### src/rtl/mem_port_arbiter.sv
// Arbitrates a single memory port between an instruction-fetch requester and a
// data load/store requester, with starvation protection and an access timeout.
module mem_port_arbiter #(
    parameter int STARVE_LIMIT = 4,
    parameter int TIMEOUT      = 16
) (
    input  logic        clock,
    input  logic        reset,
    input  logic        i_req,
    input  logic [31:0] i_address,
    output logic [31:0] i_data,
    output logic        i_valid,
    input  logic        d_req,
    input  logic        d_write,
    input  logic [31:0] d_address,
    input  logic [31:0] d_storeData,
    input  logic [3:0]  d_byteEnable,
    output logic [31:0] d_loadData,
    output logic        d_done,
    output logic        d_error,
    output logic [31:0] m_address,
    output logic [31:0] m_storeData,
    output logic [3:0]  m_byteEnable,
    output logic        m_storeValid,
    input  logic [31:0] m_loadData,
    input  logic        m_loadDataValid,
    input  logic        m_storeComplete,
    output logic        busy
);

    localparam int SW = $clog2(STARVE_LIMIT + 1);
    localparam int TW = $clog2(TIMEOUT + 1);
    localparam logic [31:0] NOP = 32'h0000_0013;

    typedef enum logic [2:0] {IDLE, FETCH, LOAD, STORE, GAP} state_t;

    state_t        state;
    logic [SW-1:0] starve_cnt;
    logic [TW-1:0] tmo_cnt;
    logic          misalign_q;
    logic          d_go;
    logic          i_go;
    logic          tmo_hit;

    // A requester whose completion pulse is high this cycle is not re-granted yet.
    assign d_go    = d_req && !d_done && ((starve_cnt < SW'(STARVE_LIMIT)) || !i_req);
    assign i_go    = i_req && !i_valid;
    assign tmo_hit = (tmo_cnt == TW'(TIMEOUT - 1));

    always_ff @(posedge clock) begin
        if (reset) begin
            state        <= IDLE;
            starve_cnt   <= '0;
            tmo_cnt      <= '0;
            misalign_q   <= 1'b0;
            i_data       <= '0;
            i_valid      <= 1'b0;
            d_loadData   <= '0;
            d_done       <= 1'b0;
            d_error      <= 1'b0;
            m_address    <= '0;
            m_storeData  <= '0;
            m_byteEnable <= '0;
            m_storeValid <= 1'b0;
            busy         <= 1'b0;
        end else begin
            i_valid <= 1'b0;
            d_done  <= 1'b0;
            d_error <= 1'b0;
            case (state)
                IDLE: begin
                    if (d_go) begin
                        if (!i_req) begin
                            starve_cnt <= '0;
                        end else if (starve_cnt != SW'(STARVE_LIMIT)) begin
                            starve_cnt <= starve_cnt + 1'b1;
                        end
                        tmo_cnt   <= '0;
                        busy      <= 1'b1;
                        m_address <= d_address;
                        if (d_write) begin
                            state        <= STORE;
                            m_storeData  <= d_storeData;
                            m_byteEnable <= d_byteEnable;
                            m_storeValid <= 1'b1;
                        end else begin
                            state <= LOAD;
                        end
                    end else if (i_go) begin
                        starve_cnt <= '0;
                        tmo_cnt    <= '0;
                        busy       <= 1'b1;
                        state      <= FETCH;
                        misalign_q <= |i_address[1:0];
                        // A misaligned fetch never reaches memory; it completes as a NOP.
                        m_address  <= (|i_address[1:0]) ? '0 : i_address;
                    end
                end
                FETCH: begin
                    if (misalign_q || (tmo_hit && !m_loadDataValid)) begin
                        i_data    <= NOP;
                        i_valid   <= 1'b1;
                        state     <= IDLE;
                        busy      <= 1'b0;
                        m_address <= '0;
                    end else if (m_loadDataValid) begin
                        i_data    <= m_loadData;
                        i_valid   <= 1'b1;
                        state     <= IDLE;
                        busy      <= 1'b0;
                        m_address <= '0;
                    end else begin
                        tmo_cnt <= tmo_cnt + 1'b1;
                    end
                end
                LOAD: begin
                    if (m_loadDataValid || tmo_hit) begin
                        d_loadData <= m_loadDataValid ? m_loadData : '0;
                        d_done     <= 1'b1;
                        d_error    <= !m_loadDataValid;
                        state      <= IDLE;
                        busy       <= 1'b0;
                        m_address  <= '0;
                    end else begin
                        tmo_cnt <= tmo_cnt + 1'b1;
                    end
                end
                STORE: begin
                    if (m_storeComplete || tmo_hit) begin
                        if (!m_storeComplete) begin
                            d_loadData <= '0;
                        end
                        d_done       <= 1'b1;
                        d_error      <= !m_storeComplete;
                        state        <= GAP;
                        m_storeValid <= 1'b0;
                        m_address    <= '0;
                        m_storeData  <= '0;
                        m_byteEnable <= '0;
                    end else begin
                        tmo_cnt <= tmo_cnt + 1'b1;
                    end
                end
                GAP: begin
                    state <= IDLE;
                    busy  <= 1'b0;
                end
                default: begin
                    state <= IDLE;
                    busy  <= 1'b0;
                end
            endcase
        end
    end

endmodule

### config.mk
export PLATFORM = sky130hd
export DESIGN_NAME = mem_port_arbiter
export DESIGN_NICKNAME = d
export VERILOG_FILES = /design/src/rtl/mem_port_arbiter.sv
export SDC_FILE = /design/constraint.sdc
export NUM_CORES = 1
export LEC_CHECK = 0
export CAP_MARGIN = 20
export CORE_MARGIN = 1
export CORE_UTILIZATION = 45
export CTS_CLUSTER_SIZE = 14
export DETAILED_ROUTE_END_ITERATION = 10
export MAX_ROUTING_LAYER = met4
export PLACE_DENSITY = 0.82
export SLEW_MARGIN = 20
export SYNTH_ARGS = -nofsm -noshare
export SYNTH_HDL_FRONTEND = slang
export SYNTH_SLANG_ARGS = --single-unit
### constraint.sdc
create_clock -name clock -period 4.15 [get_ports clock]
set_clock_uncertainty 0.2 [all_clocks]
set_input_delay 0.6225 -clock clock [delete_from_list [all_inputs] [get_ports clock]]
set_output_delay 0.6225 -clock clock [all_outputs]
set_load 0.01 [all_outputs]
Word level (Yosys, flattened, before mapping)
Cells that the tools add are included.
{"block": "word_totals", "output_inout_bits": 137, "word_cells": 126, "rom_bits": 0, "ff_bits": 149, "n_memories": 0, "latch_bits": 0, "mem_bits_rw": 0, "in_bits": 139}
{"block": "classes", "order_cmp": 1, "bitwise": 3, "mux": 59, "reduce_logical": 30, "shifts": 0, "div": 0, "n_addsub": 2, "multipliers": 0, "eq_ne": 17}
{"op": "$mux 32", "n": 15}
{"op": "$pmux 32 s2", "n": 2}
{"op": "$pmux 32 s4", "n": 1}
{"op": "$mux 3", "n": 10}
{"op": "$mux 5", "n": 6}
{"op": "$pmux 5 s4", "n": 1}
{"op": "$ne 2x2->1 const B", "n": 9}
{"op": "$reduce_and 4->1", "n": 4}
{"op": "$mux 1", "n": 15}
{"op": "$mux 4", "n": 3}
{"op": "$pmux 3 s4", "n": 1}
{"op": "$ne 3x3->1 const B", "n": 3}
{"op": "$pmux 4 s2", "n": 1}
{"op": "$reduce_bool 2->1", "n": 4}
{"op": "$eq 3x2->1 const B", "n": 2}
{"op": "$pmux 1 s2", "n": 3}
{"op": "$reduce_and 3->1", "n": 2}
{"op": "$reduce_and 6->1", "n": 1}
{"op": "$add 5x1->5 const B", "n": 1}
{"op": "$eq 5x4->1 const B", "n": 1}
{"op": "$logic_not 1->1", "n": 5}
{"op": "$reduce_and 5->1", "n": 1}
{"op": "$logic_and 1x1->1", "n": 4}
{"op": "$logic_or 1x1->1", "n": 4}
{"op": "10 further kinds", "n": 13}

Longest topological paths before layout
Gate-level depths: netlist of the first run.
{"block": "logic_depth", "depth_word": 5, "mapped_depth": 10, "depth_no_buf": 7}

Least setup slack after synthesis of the first run
Ideal clock, no wire load.
{"block": "synth_path", "path_kind": "reg2reg", "start": "register tmo_cnt[0]", "end": "register m_address[23]", "path_buffers": 2, "synth_period_minus_slack_ns": 2.376, "arrival_time_ns": 2.055, "setup_time_ns": 0.121, "path_slack_ns": 1.774, "required_time_ns": 3.829, "path_stages_with_launch": 10, "path_cell_list": "dfxtp_1 > ha_1 > and3_1 > ha_1 > buf_4 > nor3_4 > a211o_1 > o22a_2 > buf_6 > mux2_2"}
{"block": "synth_between", "elab_chain_cells": 5, "elab_cells_between_ends": 11, "cone_classes": "eq/ne (4); mux (2); reduce/logical (5)"}
{"element": "from (decl)", "line_no": "39", "rtl": "logic [TW-1:0] tmo_cnt;"}
{"element": "from (signal assigned)", "line_no": "113", "rtl": "tmo_cnt <= tmo_cnt + 1'b1;"}
{"element": "from (signal assigned)", "line_no": "125", "rtl": "tmo_cnt <= tmo_cnt + 1'b1;"}
{"element": "from (signal assigned)", "line_no": "141", "rtl": "tmo_cnt <= tmo_cnt + 1'b1;"}
{"element": "$eq 5x4->1 *", "line_no": "48", "rtl": "assign tmo_hit = (tmo_cnt == TW'(TIMEOUT - 1));"}
{"element": "$logic_and 1x1->1", "line_no": "100", "rtl": "if (misalign_q || (tmo_hit && !m_loadDataValid)) begin"}
{"element": "$logic_or 1x1->1", "line_no": "100"}
{"element": "$ne 3x3->1 (no source line) or $mux 32 (tied branches)"}
{"element": "$reduce_and 5->1 (no source line) or $pmux 32 s4 (tied branches)"}
{"element": "to (signal assigned)", "line_no": "80", "rtl": "m_address <= d_address;"}
{"element": "to (signal assigned)", "line_no": "96", "rtl": "m_address <= (|i_address[1:0]) ? '0 : i_address;"}
{"element": "to (decl)", "line_no": "21", "rtl": "output logic [31:0] m_address,"}
Mark *: on every way between the ends. The rest lies on a longest branch, timed or not.
A chain may end at the register's enable or synchronous reset.

Worst setup path after layout of the first run
{"block": "layout_path", "start": "register tmo_cnt[0]", "end": "register m_address[13]"}
Same word-level chain as after synthesis.

==> flow_summary.toml, run 1 <==
[outcome]
outcome = "completed"

[critical_path]
cp.required_ns = 4.25
crit_type = "reg2reg"
cp-start-kind = "register"
worstPathArrival_ns = 3.04
critPathCaptureType = "register"
path_max_fanout = 32
worst-r2r-cell-count = 7
r2r_slack_ns = 1.21
reg2reg_from = "tmo_cnt[0]"
worstReg2RegEnd = "m_address[13]"

[logic_synthesis]
yosys.area_share.xor_xnor_pct = 0
synthDistinctLibCells = 52
ys_ff_latch = 149
synth_top_family_by_area = "compound AO/OA/AOI/OAI gates"
syn_nets = 782
synth_compound_area_share_pct = 25.35
yosysTopAreaCellShare_pct = 48.00
syn_area_um2 = 6215
synthMuxAreaShare_pct = 6.342
synth_area_per_cell_um2 = 9.726
synth_edf_count = 0
synth.area.top_cells = "dfxtp_1 (48%), a22o_1 (9.2%), mux2_2 (5.6%)"
seq_area_frac_synth_pct = 48.00
yosys.area_share.simple_pct = 14.01
yosys.area.top_type = "dfxtp_1"
synth_fa_ha_area_share_pct = 0.8053
async_reset_ff_share_pct = 0
synth_cells = 639
synth_flop_cell = "dfxtp_1"
synth_warnings = 0

[cts]
clockRootBuffer = "clkbuf_16"
clk_path_buf_depth = 2
clk_latency_ns = 0.41
post_cts_buffers = 0
cts_buffers = 17
postCtsHoldBufs = 0
cts_resized = 0
cts.clk_slew.worst_paths_ns = 0.06
tritoncts = "yes"
htree_levels = 4
cts_num_sinks = 149

[finish]
n_antenna_cell = 0
fin_util_pct = 71.58
layout_common_cells = "clkdlybuf4s50_1 (274), dfxtp_1 (149), a21oi_1 (69)"
layout_commonest_cell = "clkdlybuf4s50_1"
fill_cells = 978
fin_area_um2 = 9554
layout.nets = 1018
drive_above_1_share_pct = 9.932
areaGrowthSynthToFinish_pct = 53.73

[drt]
wl_per_cell_um = 18.06
first_pass_iters = 5
drtIter0Drc = 591
drc = 0
drt_wl_total_um = 19180
routed_via_density = 5.804
antenna_left = 0
vias = 6164

[placement]
port-buffer-count = 275
dp_slack_ns = 1.006
routabilityCongestion = 0.8622
place_hpwl_um = 13090
placedInstanceArea_um2 = 8945

[die]
die_x_um = 119.5
ios = 276
dieArea_um2 = 14280
die_h_um = 119.5
core_um2 = 13350
start_util_pct = 46.56
rows = 42

[timing]
finalCriticalPeriod_ns = 2.943
finalSetupTns_ns = 0
whs_ns = 0.2571
drv_slew = 0
hold_viol_final = 0
setup_viol = 0
worstMarginPinSlew_ns = 1.149
slew_headroom_pct = 23.38
rsz0062_at_grt = "false"
setup_slack_ns = 1.207
finalCritPeriodShare_pct = 70.91
clock.fmax_mhz = 339.8

[flow_run]
maxCapViolCount = 0

[pwr]
ir_drop_uv = 325.8
p_leak_nw = 3.471
power.density_nw_per_um2 = 392.2

[grt]
grt_overflow = 0
first_global_vias = 5822
antenna_found_initial = 0
grt_max_degree = 53
track_usage_pct = 27.18
grt_pass1_wl_um = 29890

[worst_hold_path]
min_path_cells = 1
hp-class = "reg2reg"
hold-path-endpoint = "m_storeValid"
min_from = "m_storeValid"
==> worst max-delay path by stage <==
stage | from | to | depth (start not counted)
detailed placement | m_loadDataValid | m_address[28] | 6
global placement | m_loadDataValid | m_address[14] | 6
finish | tmo_cnt[0] | m_address[13] | 7
global route | tmo_cnt[0] | m_address[10] | 7
CTS | tmo_cnt[0] | m_address[10] | 7
floorplan | tmo_cnt[0] | m_address[23] | 9
==> cell families after synthesis <==
kind of cell,after synthesis
AO/OA/AOI/OAI,231
adder cells (fa/ha/maj),4
flip-flops,149
multiplexers,35
AND/OR/NAND/NOR,147
buffers and inverters,73
==> metrics by stage <==
stage	cells	power, W
floorplan	639	0.001893
global placement	1032	0.002201
detailed placement	1032	0.002221
CTS	1062	0.003768
global route	1062	0.003895
finish	1062	0.003747
==> where the power goes <==
part | switching (W) | internal (W)
combinational | 0.000291 | 0.000350
sequential | 0.0000501 | 0.00151
clock | 0.000592 | 0.000956
total | 0.000934 | 0.00281
==> metal layers <==
| layer | global-route usage, % | routed length, µm | up-vias | share of wire, % |
|---|---|---|---|---|
| met1 | 32.24 | 7810 | 2947 | 41 |
| met4 | 11.64 | 622 | 0 | 3.2 |
| met2 | 43.93 | 9340 | 309 | 49 |
| li1 | - | - | 2867 | - |
| met5 | - | 0 | - | 0 |
| met3 | 6.654 | 1405 | 41 | 7.3 |
==> synthesized netlist by cell type (all sizes together) (2+ instances only) <==
library cell  number
dfxtp            149
a21oi             69
a22o              65
clkbuf            40
o21ai             39
nand4             35
nor2b             34
mux2              32
nand3             31
o211ai            30
buf               28
nor2              11
nand2b             8
nor3               8
a211oi             6
nand2              6
inv                5
and3               4
ha                 4
mux2i              3
nor4               3
o21bai             3
a21o               2
a31oi              2
nand4b             2
o21a               2
==> registers in the layout, summed over array words and instances (netlist names) <==
| signal | flops |
|---|---|
| m_byteEnable | 4 |
| i_data | 32 |
| tmo_cnt | 5 |
| misalign_q | 1 |
| d_done | 1 |
| m_storeData | 32 |
| d_loadData | 32 |
| m_address | 32 |
| starve_cnt | 3 |
| busy | 1 |
| i_valid | 1 |
| state | 3 |
| d_error | 1 |
| m_storeValid | 1 |
==> worst max-delay path, cell delays in order (launching register included) <==
cell and delay [ns]:
dfxtp_1 0.33, ha_1 0.23, and3_1 0.19, ha_1 0.34, nor3_4 0.31, a211o_1 0.17
o22a_2 0.63, mux2_2 0.42
==> cell type report <==
| cell class | count | area [µm²] | area share, % |
|---|---|---|---|
| inverters | 5 | 18.77 | 0.1964 |
| multi-input cells | 417 | 2915 | 30.51 |
| clock buffers | 18 | 439.2 | 4.597 |
| repair buffers | 285 | 2823 | 29.54 |
| flip-flops and latches | 149 | 2983 | 31.22 |
| well taps | 176 | 220.2 | 2.305 |
| clock inverters | 12 | 155.1 | 1.624 |
Note: power is estimated with default switching activity, not from simulation.
==> run 2: changes to the inputs <==
Settings changed: CORE_UTILIZATION 45 to 42, PLACE_DENSITY 0.82 to 0.77.
Clock period 4.15 ns to 2.89 ns, I/O delays scaled along.
==> flow_summary.toml, run 2 (synthesized netlist as in run 1, its figures left out) <==
[timing]
rsz0062_at_grt = "false"
finalSetupTns_ns = 0
setup_viol = 0
finalCritPeriodShare_pct = 92.46
hold_viol_final = 0
drv_slew = 0
clock.fmax_mhz = 374.3
worstMarginPinSlew_ns = 0.6543
slew_headroom_pct = 56.33
finalCriticalPeriod_ns = 2.672

[grt]
grt_overflow = 0
grt_max_degree = 38
antenna_found_initial = 0
first_global_vias = 5768
grt_pass1_wl_um = 28870
track_usage_pct = 25.20

[finish]
fin_area_um2 = 9664
multi_input_area_um2 = 2909
fin_util_pct = 66.75
ff_latch_area_um2 = 2983
drive_above_1_share_pct = 10.78
n_antenna_cell = 0
layout_common_cells = "clkdlybuf4s50_1 (274), dfxtp_1 (149), a21oi_1 (69)"
areaGrowthSynthToFinish_pct = 55.51
layout_commonest_cell = "clkdlybuf4s50_1"
layout.nets = 1030
fill_cells = 1132

[drt]
drc = 0
routed_via_density = 5.644
wl_per_cell_um = 17.83
drtIter0Drc = 477
antenna_left = 0
first_pass_iters = 5
drt_wl_total_um = 19320
vias = 6118

[pwr]
power.density_nw_per_um2 = 559.0
ir_drop_uv = 461.7
p_leak_nw = 3.530

[cts]
post_cts_buffers = 0
clk_latency_ns = 0.42
clockRootBuffer = "clkbuf_16"
cts_buffers = 17
clk_path_buf_depth = 2
htree_levels = 4
tritoncts = "yes"
cts_num_sinks = 149
cts.clk_slew.worst_paths_ns = 0.06

[die]
ios = 276
rows = 44
core_um2 = 14480
start_util_pct = 42.92
die_h_um = 123.6
dieArea_um2 = 15290
die_x_um = 123.6

[critical_path]
critPathCaptureType = "register"
cp.required_ns = 2.99
worstPathBufferInverterCount = 2
crit_family = "simple AND/OR/NAND/NOR gates"
worstPathArrival_ns = 2.78
cp_cell_sequence = "ha_1 > and3_1 > ha_1 > buf_4 > o21ai_4 > buf_4 > and3_1 > mux2_4"
crit_type = "reg2reg"
cpMaxStageDelayCell = "and3_1"
cp-start-kind = "register"
slowest_delay_ns = 0.36
path_max_fanout = 35

[worst_hold_path]
hp-class = "reg2reg"

[placement]
routabilityCongestion = 0.8407
port-buffer-count = 275
placedInstanceArea_um2 = 9065
place_hpwl_um = 13510

[flow_run]
maxCapViolCount = 0

[outcome]
outcome = "completed"
-- run 2: changes by cell type in the layout (fill, tap and decap cells not counted), sizes merged --
| cell | delta |
|---|---|
| buf | +12 |
| clkbuf | +2 |
| clkinv | -1 |
| clkinvlp | +1 |
-- run 2: path summary, 6_finish.rpt --
check                             startpoint           end  slack (ns)  cells past startpoint
worst max register to register    tmo_cnt[0]    tmo_cnt[0]        0.22                      8
worst min-delay path            m_storeValid  m_storeValid        0.26                      1
worst max-delay path              tmo_cnt[0]    tmo_cnt[0]        0.22                      8
worst min register to register  m_storeValid  m_storeValid        0.26                      1
-- run 2: what timing repair did --
action	CTS	global route
hold buffers	0	0
endpoints found under the setup margin	0	30
gates resized for setup	0	1
-- run 2: layout make-up --
type	count	area share, %
sequential	149	30.86
timing repair buffer	297	30.35
multi-input combinational	417	30.10
clock buffer	20	4.518
tap	184	2.382
clock inverter	12	1.592
inverter	5	0.1942
-- run 2: report_power, final --
group / switching, W / leakage [nW] / internal (W)
Sequential: 0.0000663 / 1.21 / 0.00216
Combinational: 0.000426 / 2.04 / 0.000521
Clock: 0.000865 / 0.281 / 0.00136
Total: 0.00136 / 3.53 / 0.00404
-- run 2: layer usage --
metal,GRT usage [%],vias up,share of wire [%]
met5,-,-,0
met2,41.67,261,49
met4,11.82,0,2.7
li1,-,2889,-
met1,28.36,2927,40
met3,6.593,41,7.8
-- run 2: per-stage QoR --
stage / total power [W] / std cells / worst slack [ns] / hold WS, ns
finish: 0.005402 / 1084 / 0.2180 / 0.2603
detailed placement: 0.003211 / 1052 / 0.05736 / 0.2526
global placement: 0.003184 / 1051 / 0.09228 / 0.2359
CTS: 0.005428 / 1084 / 0.09590 / 0.2662
global route: 0.005600 / 1084 / 0.1008 / 0.2945
floorplan: 0.002718 / 639 / 0.5141 / 0.2494
